### config.mk
export PLATFORM = sky130hd
export DESIGN_NAME = wb_byte_master_flat
export DESIGN_NICKNAME = d
export VERILOG_FILES = /design/src/rtl/wb_byte_master_if.sv /design/src/rtl/wb_byte_master.sv /design/src/flat_wrapper.sv
export SDC_FILE = /design/constraint.sdc
export NUM_CORES = 1
export LEC_CHECK = 0
export ABC_CLOCK_PERIOD_IN_PS = 1700
export BUFFER_PORTS_ARGS = -buffer_cell sky130_fd_sc_hd__buf_2
export CAP_MARGIN = 15
export CORE_UTILIZATION = 45
export CTS_CLUSTER_DIAMETER = 100
export DETAILED_ROUTE_END_ITERATION = 16
export PLACE_DENSITY = 0.8
export SLEW_MARGIN = 20
export SYNTH_ARGS = -nofsm -noshare
export SYNTH_HDL_FRONTEND = slang
export SYNTH_SLANG_ARGS = --single-unit
### constraint.sdc
create_clock -name i_clk -period 1.7 [get_ports i_clk]
set_input_delay 0.085 -clock i_clk [delete_from_list [all_inputs] [get_ports i_clk]]
set_output_delay 0.085 -clock i_clk [all_outputs]
set_load 0.05 [all_outputs]
### src/rtl/wb_byte_master_if.sv
// Command, response and Wishbone signal bundle for wb_byte_master.
// Signal names follow the initiator's point of view (i_ = into the master).
`timescale 1ns/1ps
interface wb_byte_master_if #(
  parameter int DSIZE = 8
);
  logic             i_cmd_vld;
  logic             o_cmd_rdy;
  logic             i_cmd_we;
  logic [DSIZE-1:0] i_cmd_dat;
  logic             o_rsp_vld;
  logic             i_rsp_rdy;
  logic [DSIZE-1:0] o_rsp_dat;
  logic             o_rsp_err;
  logic             o_stb;
  logic             o_we;
  logic [DSIZE-1:0] o_dat;
  logic             i_ack;
  logic [DSIZE-1:0] i_dat;

  modport master (
    input  i_cmd_vld, i_cmd_we, i_cmd_dat, i_rsp_rdy, i_ack, i_dat,
    output o_cmd_rdy, o_rsp_vld, o_rsp_dat, o_rsp_err, o_stb, o_we, o_dat
  );

  modport slave (
    output i_cmd_vld, i_cmd_we, i_cmd_dat, i_rsp_rdy, i_ack, i_dat,
    input  o_cmd_rdy, o_rsp_vld, o_rsp_dat, o_rsp_err, o_stb, o_we, o_dat
  );
endinterface

### src/rtl/wb_byte_master.sv
// Wishbone single-cycle initiator for 8-bit register slaves, one bus cycle per command.
// Define WBM_TIMEOUT_EN to abort a strobe left unacknowledged for TO_CYCLES cycles.
`timescale 1ns/1ps
module wb_byte_master #(
  parameter int DSIZE     = 8,
  parameter int RD_LAT    = 1,
  parameter int TO_CYCLES = 16
) (
  input  logic             i_clk,
  input  logic             i_rst,
  wb_byte_master_if.master bus
);
  typedef enum logic [1:0] {
    S_IDLE   = 2'd0,
    S_REQ    = 2'd1,
    S_RDWAIT = 2'd2,
    S_RSP    = 2'd3
  } state_t;

  localparam logic [1:0]       LAT_LAST = (RD_LAT > 0) ? 2'(RD_LAT - 1) : 2'd0;
  localparam logic [DSIZE-1:0] ZERO     = {DSIZE{1'b0}};

  if (RD_LAT < 0 || RD_LAT > 3 || TO_CYCLES < 2 || TO_CYCLES > 255) begin : g_bad_param
    $error("wb_byte_master: RD_LAT must be 0..3 and TO_CYCLES 2..255");
  end

  state_t           r_state, w_nxt_state;
  logic             r_stb, w_nxt_stb;
  logic             r_we, w_nxt_we;
  logic [DSIZE-1:0] r_dat, w_nxt_dat;
  logic             r_rsp_vld, w_nxt_rsp_vld;
  logic [DSIZE-1:0] r_rsp_dat, w_nxt_rsp_dat;
  logic             r_rsp_err, w_nxt_rsp_err;
  logic [1:0]       r_lat_cnt, w_nxt_lat_cnt;
`ifdef WBM_TIMEOUT_EN
  localparam logic [7:0] TO_LAST = 8'(TO_CYCLES - 1);
  logic [7:0]       r_to_cnt, w_nxt_to_cnt;
`endif

  // State and registered outputs; reset also aborts any cycle in flight.
  always_ff @(posedge i_clk) begin
    if (i_rst) begin
      r_state   <= S_IDLE;
      r_stb     <= 1'b0;
      r_we      <= 1'b0;
      r_dat     <= ZERO;
      r_rsp_vld <= 1'b0;
      r_rsp_dat <= ZERO;
      r_rsp_err <= 1'b0;
      r_lat_cnt <= 2'd0;
`ifdef WBM_TIMEOUT_EN
      r_to_cnt  <= 8'd0;
`endif
    end else begin
      r_state   <= w_nxt_state;
      r_stb     <= w_nxt_stb;
      r_we      <= w_nxt_we;
      r_dat     <= w_nxt_dat;
      r_rsp_vld <= w_nxt_rsp_vld;
      r_rsp_dat <= w_nxt_rsp_dat;
      r_rsp_err <= w_nxt_rsp_err;
      r_lat_cnt <= w_nxt_lat_cnt;
`ifdef WBM_TIMEOUT_EN
      r_to_cnt  <= w_nxt_to_cnt;
`endif
    end
  end

  // Next-state and next-output decode; everything holds unless a branch changes it.
  always_comb begin
    w_nxt_state   = r_state;
    w_nxt_stb     = r_stb;
    w_nxt_we      = r_we;
    w_nxt_dat     = r_dat;
    w_nxt_rsp_vld = r_rsp_vld;
    w_nxt_rsp_dat = r_rsp_dat;
    w_nxt_rsp_err = r_rsp_err;
    w_nxt_lat_cnt = r_lat_cnt;
`ifdef WBM_TIMEOUT_EN
    w_nxt_to_cnt  = r_to_cnt;
`endif
    case (r_state)
      S_IDLE: begin
        if (bus.i_cmd_vld) begin
          w_nxt_state = S_REQ;
          w_nxt_stb   = 1'b1;
          w_nxt_we    = bus.i_cmd_we;
          w_nxt_dat   = bus.i_cmd_dat;
`ifdef WBM_TIMEOUT_EN
          w_nxt_to_cnt = 8'd0;
`endif
        end else begin
          w_nxt_state = S_IDLE;
        end
      end
      S_REQ: begin
        // Ack wins over timeout, even in the last counted cycle.
        if (bus.i_ack) begin
          w_nxt_stb     = 1'b0;
          w_nxt_lat_cnt = 2'd0;
          if (r_we) begin
            w_nxt_rsp_vld = 1'b1;
            w_nxt_rsp_dat = ZERO;
            w_nxt_rsp_err = 1'b0;
            w_nxt_state   = S_RSP;
          end else if (RD_LAT == 0) begin
            w_nxt_rsp_vld = 1'b1;
            w_nxt_rsp_dat = bus.i_dat;
            w_nxt_rsp_err = 1'b0;
            w_nxt_state   = S_RSP;
          end else begin
            w_nxt_state = S_RDWAIT;
          end
        end
`ifdef WBM_TIMEOUT_EN
        else if (r_to_cnt == TO_LAST) begin
          w_nxt_stb     = 1'b0;
          w_nxt_rsp_vld = 1'b1;
          w_nxt_rsp_dat = ZERO;
          w_nxt_rsp_err = 1'b1;
          w_nxt_state   = S_RSP;
        end else begin
          w_nxt_to_cnt = r_to_cnt + 8'd1;
        end
`else
        else begin
          w_nxt_state = S_REQ;
        end
`endif
      end
      S_RDWAIT: begin
        if (r_lat_cnt == LAT_LAST) begin
          w_nxt_rsp_vld = 1'b1;
          w_nxt_rsp_dat = bus.i_dat;
          w_nxt_rsp_err = 1'b0;
          w_nxt_state   = S_RSP;
        end else begin
          w_nxt_lat_cnt = r_lat_cnt + 2'd1;
        end
      end
      S_RSP: begin
        if (bus.i_rsp_rdy) begin
          w_nxt_rsp_vld = 1'b0;
          w_nxt_state   = S_IDLE;
        end else begin
          w_nxt_state = S_RSP;
        end
      end
      default: begin
        w_nxt_state   = S_IDLE;
        w_nxt_stb     = 1'b0;
        w_nxt_rsp_vld = 1'b0;
      end
    endcase
  end

  assign bus.o_cmd_rdy = (r_state == S_IDLE);
  assign bus.o_stb     = r_stb;
  assign bus.o_we      = r_we;
  assign bus.o_dat     = r_dat;
  assign bus.o_rsp_vld = r_rsp_vld;
  assign bus.o_rsp_dat = r_rsp_dat;
`ifdef WBM_TIMEOUT_EN
  assign bus.o_rsp_err = r_rsp_err;
`else
  assign bus.o_rsp_err = 1'b0;
`endif

endmodule

### src/flat_wrapper.sv
// flat-port wrapper written by rule: the top's interface ports become plain ports
module wb_byte_master_flat 
#(
  parameter int DSIZE     = 8,
  parameter int RD_LAT    = 1,
  parameter int TO_CYCLES = 16
)
  (i_clk, i_rst, bus_i_cmd_vld, bus_i_cmd_we, bus_i_cmd_dat, bus_i_rsp_rdy, bus_i_ack, bus_i_dat, bus_o_cmd_rdy, bus_o_rsp_vld, bus_o_rsp_dat, bus_o_rsp_err, bus_o_stb, bus_o_we, bus_o_dat);
  wb_byte_master_if #(.DSIZE(DSIZE)) bus_i ();
  input  logic i_clk;
  input  logic i_rst;
  input wire logic [$bits(bus_i.i_cmd_vld)-1:0] bus_i_cmd_vld;
  input wire logic [$bits(bus_i.i_cmd_we)-1:0] bus_i_cmd_we;
  input wire logic [$bits(bus_i.i_cmd_dat)-1:0] bus_i_cmd_dat;
  input wire logic [$bits(bus_i.i_rsp_rdy)-1:0] bus_i_rsp_rdy;
  input wire logic [$bits(bus_i.i_ack)-1:0] bus_i_ack;
  input wire logic [$bits(bus_i.i_dat)-1:0] bus_i_dat;
  output wire logic [$bits(bus_i.o_cmd_rdy)-1:0] bus_o_cmd_rdy;
  output wire logic [$bits(bus_i.o_rsp_vld)-1:0] bus_o_rsp_vld;
  output wire logic [$bits(bus_i.o_rsp_dat)-1:0] bus_o_rsp_dat;
  output wire logic [$bits(bus_i.o_rsp_err)-1:0] bus_o_rsp_err;
  output wire logic [$bits(bus_i.o_stb)-1:0] bus_o_stb;
  output wire logic [$bits(bus_i.o_we)-1:0] bus_o_we;
  output wire logic [$bits(bus_i.o_dat)-1:0] bus_o_dat;
  assign bus_i.i_cmd_vld = bus_i_cmd_vld;
  assign bus_i.i_cmd_we = bus_i_cmd_we;
  assign bus_i.i_cmd_dat = bus_i_cmd_dat;
  assign bus_i.i_rsp_rdy = bus_i_rsp_rdy;
  assign bus_i.i_ack = bus_i_ack;
  assign bus_i.i_dat = bus_i_dat;
  assign bus_o_cmd_rdy = bus_i.o_cmd_rdy;
  assign bus_o_rsp_vld = bus_i.o_rsp_vld;
  assign bus_o_rsp_dat = bus_i.o_rsp_dat;
  assign bus_o_rsp_err = bus_i.o_rsp_err;
  assign bus_o_stb = bus_i.o_stb;
  assign bus_o_we = bus_i.o_we;
  assign bus_o_dat = bus_i.o_dat;
  wb_byte_master #(.DSIZE(DSIZE), .RD_LAT(RD_LAT), .TO_CYCLES(TO_CYCLES)) u_core (.i_clk(i_clk), .i_rst(i_rst), .bus(bus_i));
endmodule
# ---- Word-level counts from Yosys, hierarchy flattened
# Cells that the tools add are included.
dict set report word_totals {
  register_bits 23
  input_bits 22
  output_inout_bits 21
  wordCells 48
}
dict set report classes {
  reduce_logical 10
  add_sub_neg 1
  eq_ne 9
  mux 21
}
# op n
set op_table {}
lappend op_table {{8-bit two-way mux} 3}
lappend op_table {{8-bit case mux with 2 select lines} 1}
lappend op_table {{2-bit two-way mux} 5}
lappend op_table {{1-bit two-way mux} 8}
lappend op_table {{2-bit != test, second input constant} 4}
lappend op_table {{2-bit case mux with 4 select lines} 1}
lappend op_table {{3-bit AND reduction} 2}
lappend op_table {{5-bit AND reduction} 1}
lappend op_table {{2-bit equality test, second input constant} 2}
lappend op_table {{2-bit zero test} 2}
lappend op_table {{2-bit by 1-bit != test with 1-bit output, second input constant} 2}
lappend op_table {{2-bit case mux with 2 select lines} 1}
lappend op_table {{4-bit AND reduction} 1}
lappend op_table {{2-bit nonzero test} 2}
lappend op_table {{1-bit case mux with 3 select lines} 1}
lappend op_table {{3-bit nonzero test} 1}
lappend op_table {{2-bit by 1-bit adder with 2-bit output, second input constant} 1}
lappend op_table {{2-bit by 1-bit equality test with 1-bit output, second input constant} 1}
lappend op_table {{1-bit case mux with 2 select lines} 1}
lappend op_table {{2-bit AND reduction} 1}

# ---- Longest topological paths before layout
# Gate-level depths: netlist (run 1).
dict set report logic_depth {
  depth_word 3
  mapped_depth 5
  ltp_nobuf 5
}

# ---- Worst setup path before layout (run 1)
# No wires, ideal clock.
dict set report synth_path {
  path_kind {reg-to-reg}
  from {register u_core.r_we, in the netlist u_core.bus.o_we}
  to {register u_core.r_rsp_dat[0], in the netlist u_core.bus.o_rsp_dat[0]}
  t_arrival_ps 1258
  period_less_slack_ps 1374
  n_path_buf 0
  setup_time_ps 117
  t_required_ps 1583
  setup_slack_ps 326
  path_stages_with_launch 4
  path_cell_list {dfxtp_1 -> nand2_1 -> o221a_2 -> a22o_1}
}
dict set report synth_between {
  elab_chain_cells 2
}
# element line_no
set synth_rtl {}
lappend synth_rtl {{start: declaration} wb_byte_master.sv:29} ;# logic r_we, w_nxt_we;
lappend synth_rtl {{start signal: assignment} wb_byte_master.sv:57} ;# r_we <= w_nxt_we;
lappend synth_rtl {{2-bit by 1-bit != test with 1-bit output (no line)} n/a}
lappend synth_rtl {{4-bit AND reduction (no line)} n/a}
lappend synth_rtl {{end signal: assignment} wb_byte_master.sv:60} ;# r_rsp_dat <= w_nxt_rsp_dat;
lappend synth_rtl {{end: declaration} wb_byte_master.sv:32} ;# logic [DSIZE-1:0] r_rsp_dat, w_nxt_rsp_dat;
# Every way passes these cells.
# A chain may end at the register's enable or synchronous reset.

# ---- Worst setup path after layout (run 1)
dict set report layout_path {
  from {register u_core.r_lat_cnt[0]}
  to {register u_core.r_rsp_dat[1], in the netlist u_core.bus.o_rsp_dat[1]}
}
dict set report layout_between {
  elab_chain_cells 3
}
# element line_no
set layout_rtl {}
lappend layout_rtl {{start: declaration} wb_byte_master.sv:34} ;# logic [1:0] r_lat_cnt, w_nxt_lat_cnt;
lappend layout_rtl {{start signal: assignment} wb_byte_master.sv:62} ;# r_lat_cnt <= w_nxt_lat_cnt;
lappend layout_rtl {{2-bit zero test} wb_byte_master.sv:132} ;# if (r_lat_cnt == LAT_LAST) begin
lappend layout_rtl {{2-bit by 1-bit != test with 1-bit output (no line)} n/a}
lappend layout_rtl {{4-bit AND reduction (no line)} n/a}
# Every way passes these cells.

==> flow_summary.yaml, run 1 <==
outcome:
  outcome: "complete, no violations"
floorplanning:
  start_util: 0.477
  fp.dieH_um: 47.6
  rows: 16
  io_pins: 43
  chipWidth_um: 47.6
  die-area_mm2: 0.00227
  core-area_mm2: 0.00196
cells_and_area:
  n_fill_cell: 171
  layout-drive-gt1-share: 0.347
  antenna_cells: 0
  syn_to_final_growth_pct: 35.7
  layout.nets: 168
  final_cell_mix: "buf_2, dfxtp_1, nor2_1, dlygate4sd3_1"
  layout_commonest_cell: "buf_2"
  regArea_um2: 460
  final_cell_area_mm2: 0.00127
  multi_input_area_um2: 420
  final_core_util: 0.647
worst_setup_path:
  worstReg2RegStart: "u_core.r_lat_cnt[0]"
  cp_slowest_cell: "o221a_2"
  crit_type: "flip-flop to flip-flop"
  critPathLaunch: "u_core.r_lat_cnt[0]"
  critical_path_arrival_ps: 1680
  max_stage_delay_ps: 360
  crit_fanout: 8
  path_cells: "inv_1, ha_1, nand2_1, o221a_2, a22o_1"
  end_kind: "flip-flop"
  cp-start-kind: "flip-flop"
  worstRegToRegCells: 5
  cp.required_ps: 1920
sta:
  worst_slack_ps: 240
  rsz0062_at_grt: "false"
  clock_skew_ps: 1.45
  drv_slew: 0
  max_freq_mhz: 685
  tns_ps: 0
  hold_viol_final: 0
  post-route-min-period_ps: 1460
  fin_crit_sh: 0.859
  setup_viol: 0
placed_design:
  placed_cell_area_mm2: 0.00114
  place_ws_ps: 287
  place_congestion: 0.732
  dpl.hpwl_um: 1420
  port_buffers: 41
detailed_routing:
  routed_wl_um: 2100
  drt-vias-per-instance: 5.05
  wire_per_inst_um: 12.3
  ant_nets: 0
  vias: 863
  first_pass_iters: 4
  drc: 0
  drt_iter0_drc: 17
global_route:
  antenna_found_initial: 0
  grt_pass1_vias: 685
  grt_pass1_wl_um: 2860
  grt_max_degree: 16
  grt-ovfl-total: 0
  groute.usage.overall: 0.185
yosys:
  synth-edff-count: 0
  synth_cell_types: 30
  syn_area_um2: 936
  avgSynthCellArea_um2: 9.96
  synth_seq_cells: 23
  synthFlopType: "dfxtp_1"
  synthesis.instances: 94
  async_flop_share: 0
  yosysSeqAreaShare: 0.492
  synth_nets: 117
  synth_warnings: 0
min_path:
  hold_class: "input pin to flip-flop"
  holdPathStages: 3
  hp-start: "bus_i_cmd_dat[7]"
clocking:
  clkTransAtPathRegs_ps: 120
  clkSinkCount: 23
  h-tree-depth: 1
  cts_tree: "yes"
  clock_path_buffers: 2
  root_buffer: "clkbuf_4"
  post-cts-setup-buffers: 0
  clk_latency_ps: 310
  cts_buffers: 3
power_and_ir_drop:
  p_int_uw: 772
  pwr-share-seq: 0.520
  power_leakage_nw: 0.596
  cellPowerDensity_mw_per_mm2: 919
  p_sw_uw: 395
  switching_share: 0.338
  pwr-share-comb: 0.269
  ir_drop_v: 0.000559
  pwr-share-clk: 0.211
run:
  drv_cap: 0
[state kept, by name, summed over array words and instances (netlist names)]
register,cells
u_core.bus.o_rsp_vld,1
u_core.r_lat_cnt,2
u_core.bus.o_rsp_dat,8
u_core.r_state,2
u_core.bus.o_we,1
u_core.bus.o_stb,1
u_core.bus.o_dat,8
[layout make-up]
class | instances | area share
clock buffers | 3 | 0.0177
clock inverters | 1 | 0.00394
inverters | 4 | 0.0118
multi-input cells | 61 | 0.331
flip-flops and latches | 23 | 0.363
well taps | 27 | 0.0266
repair buffers | 52 | 0.246
[per-stage QoR]
stage | total power, mW | instances | hold slack [ps]
global placement | 0.908 | 157 | 306
CTS | 1.17 | 170 | 0.724
finish | 1.17 | 171 | 2.80
detailed placement | 0.912 | 157 | 309
floorplan | 0.842 | 94 | 154
global route | 1.23 | 171 | 14.1
[worst paths after layout]
check	to	slack, ps
setup / recovery	u_core.bus.o_rsp_dat[1]	240
hold / removal	u_core.bus.o_dat[7]	3
setup reg to reg	u_core.bus.o_rsp_dat[1]	240
hold reg to reg	u_core.bus.o_rsp_dat[7]	480
[cells in the mapped netlist, types with 2 or more instances]
library cell / number / area share
o21ai_0: 2 / 0.011
dfxtp_1: 23 / 0.49
a21oi_1: 6 / 0.032
mux2i_1: 9 / 0.096
nor2_1: 12 / 0.048
nand2_1: 5 / 0.020
a22o_1: 9 / 0.084
nor4b_1: 2 / 0.019
a211oi_1: 2 / 0.016
inv_1: 3 / 0.012
buf_4: 2 / 0.016
[logic make-up after synthesis]
group / share of synthesized area
and+or+nand+nor: 0.163
AOI/OAI and AO/OA: 0.172
DFF: 0.492
other: 0.00401
adders and majority gates: 0.0134
muxes: 0.0963
buffers and inverters: 0.0588
[per-layer routing]
metal | global-route usage | share of wire | vias to the layer above
li1 | - | - | 433
met1 | 0.204 | 0.43 | 383
met2 | 0.342 | 0.49 | 42
met3 | 0.0340 | 0.068 | 5
met4 | 0.0833 | 0.014 | 0
met5 | 0 | 0 | -
[repair_timing]
action | CTS | global route
gates resized for setup | 0 | 0
endpoints found under the hold margin | 9 | 1
hold buffers | 9 | 1
[power groups by stage]
stage | logic [mW] | registers [mW] | clock network, mW
2_1_floorplan | 0.134 | 0.708 | 0
3_3_place_gp | 0.293 | 0.615 | 0
3_5_place_dp | 0.295 | 0.617 | 0
4_1_cts | 0.311 | 0.605 | 0.255
5_1_grt | 0.336 | 0.611 | 0.280
6_report | 0.314 | 0.606 | 0.246
[worst max-delay path, delay by kind of cell (launching register included)]
kind	cells	cell delay, ps
adders and majority gates	1	280
and+or+nand+nor	1	110
DFF	1	350
buffers and inverters	1	80
AOI/OAI and AO/OA	2	560
Power figures use the tool's default switching activity.
==> inputs of run 2 (changes only) <==
- REMOVE_ABC_BUFFERS: unset -> 1
==> run 2 against run 1 <==
  * Cell count is 1.2% higher
  * Sequential cell count unchanged
  * Critical endpoint is now u_core.bus.o_rsp_dat[2]
  * Core utilization increased by 1.0 points
  * Clock-buffer cell count stayed put
  * Highest routed layer unchanged
  * Sequential share of layout area decreased by 0.56 points
  * Largest cell class unchanged
  * Cell area is 1.6% higher
  * Register-to-register slack got worse by 20 ps
  * Power is 0.69% higher
  * Hold slack gained 17 ps
==> flow_summary.yaml, run 2 (synthesis results as in run 1) <==
outcome:
  outcome: "complete, no violations"
cells_and_area:
  layout.nets: 170
  layout_commonest_cell: "buf_2"
  regArea_um2: 460
  antenna_cells: 0
  multi_input_area_um2: 420
  final_core_util: 0.658
  layout-drive-gt1-share: 0.342
  instances_no_fill: 173
  final_cell_mix: "buf_2, dfxtp_1, nor2_1, dlygate4sd3_1"
  n_fill_cell: 177
  syn_to_final_growth_pct: 37.8
  final_cell_area_mm2: 0.00129
clocking:
  cts_tree: "yes"
  root_buffer: "clkbuf_4"
  h-tree-depth: 1
  cts_resized: 0
  post-cts-setup-buffers: 0
  clock_path_buffers: 2
  clkSinkCount: 23
  clkTransAtPathRegs_ps: 120
  clk_latency_ps: 310
  cts_hold_buffers: 11
  cts_buffers: 3
detailed_routing:
  drc: 0
  wire_per_inst_um: 13.2
  drt-vias-per-instance: 5.12
  ant_nets: 0
  routed_wl_um: 2280
  first_pass_iters: 6
  drt_iter0_drc: 9
  vias: 885
sta:
  setup_viol: 0
  tns_ps: 0
  clock_skew_ps: 2.96
  fin_crit_sh: 0.871
  whs_ps: 19.8
  max_freq_mhz: 675
  worst_slack_ps: 219
  hold_viol_final: 0
  drv_slew: 0
  post-route-min-period_ps: 1480
  rsz0062_at_grt: "false"
floorplanning:
  die-area_mm2: 0.00227
  chipWidth_um: 47.6
  io_pins: 43
  start_util: 0.477
  core-area_mm2: 0.00196
  fp.dieH_um: 47.6
  rows: 16
power_and_ir_drop:
  cellPowerDensity_mw_per_mm2: 911
  power_leakage_nw: 0.604
  ir_drop_v: 0.000480
  power.total_mw: 1.17
global_route:
  groute.usage.overall: 0.211
  grt_pass1_wl_um: 3240
  grt-ovfl-total: 0
  antenna_found_initial: 0
  grt_max_degree: 16
  grt_pass1_vias: 828
worst_setup_path:
  cpLargestDelayFamily: "compound AO/OA/AOI/OAI gates"
  cp-start-kind: "flip-flop"
  path_cells: "inv_1, ha_1, nand2_1, o221a_2, a22o_1"
  max_stage_delay_ps: 360
  crit_type: "flip-flop to flip-flop"
  end_kind: "flip-flop"
  cp_slowest_cell: "o221a_2"
  crit_fanout: 8
  cp.buffers_inverters: 1
  cp.required_ps: 1910
  critical_path_arrival_ps: 1700
placed_design:
  place_ws_ps: 242
  dpl.hpwl_um: 1490
  place_congestion: 0.747
  port_buffers: 41
  placed_cells: 157
  placed_cell_area_mm2: 0.00114
run:
  drv_cap: 0
min_path:
  hold_class: "input pin to flip-flop"
## run 2: cell count changes in the layout (fill, tap and decap cells not counted), sizes merged
cell / previous run / this run
dlygate4sd3: 10 / 12
## run 2: per-layer routing
layer / vias up / part of all wire / GRT usage
met5: - / 0 / 0
met4: 0 / 0.010 / 0.100
met3: 2 / 0.058 / 0.0377
met2: 42 / 0.54 / 0.422
met1: 404 / 0.39 / 0.204
li1: 437 / - / -
## run 2: final timing paths
kind	start	end	slack, ps	cells past startpoint
max	u_core.r_lat_cnt[0]	u_core.bus.o_rsp_dat[2]	220	5
min	bus_i_cmd_we	u_core.bus.o_we	20	3
max reg2reg	u_core.r_lat_cnt[0]	u_core.bus.o_rsp_dat[2]	220	5
min reg2reg	u_core.bus.o_rsp_dat[3]	u_core.bus.o_rsp_dat[3]	480	1
## run 2: power breakdown
group	internal, mW	switching (mW)
Sequential	0.574	0.0331
Clock	0.0881	0.160
Combinational	0.114	0.207
## run 2: tightest hold or removal path, stage by stage
cell	delay (ps)
buf_2	80
mux2i_1	60
nor2_1	80
## run 2: layout make-up
cell class              count  share of cell area
clock buffers               3              0.0175
clock inverters             1             0.00388
inverters                   4              0.0116
multi-input cells          61               0.326
flip-flops and latches     23               0.357
well taps                  27              0.0262
repair buffers             54               0.258
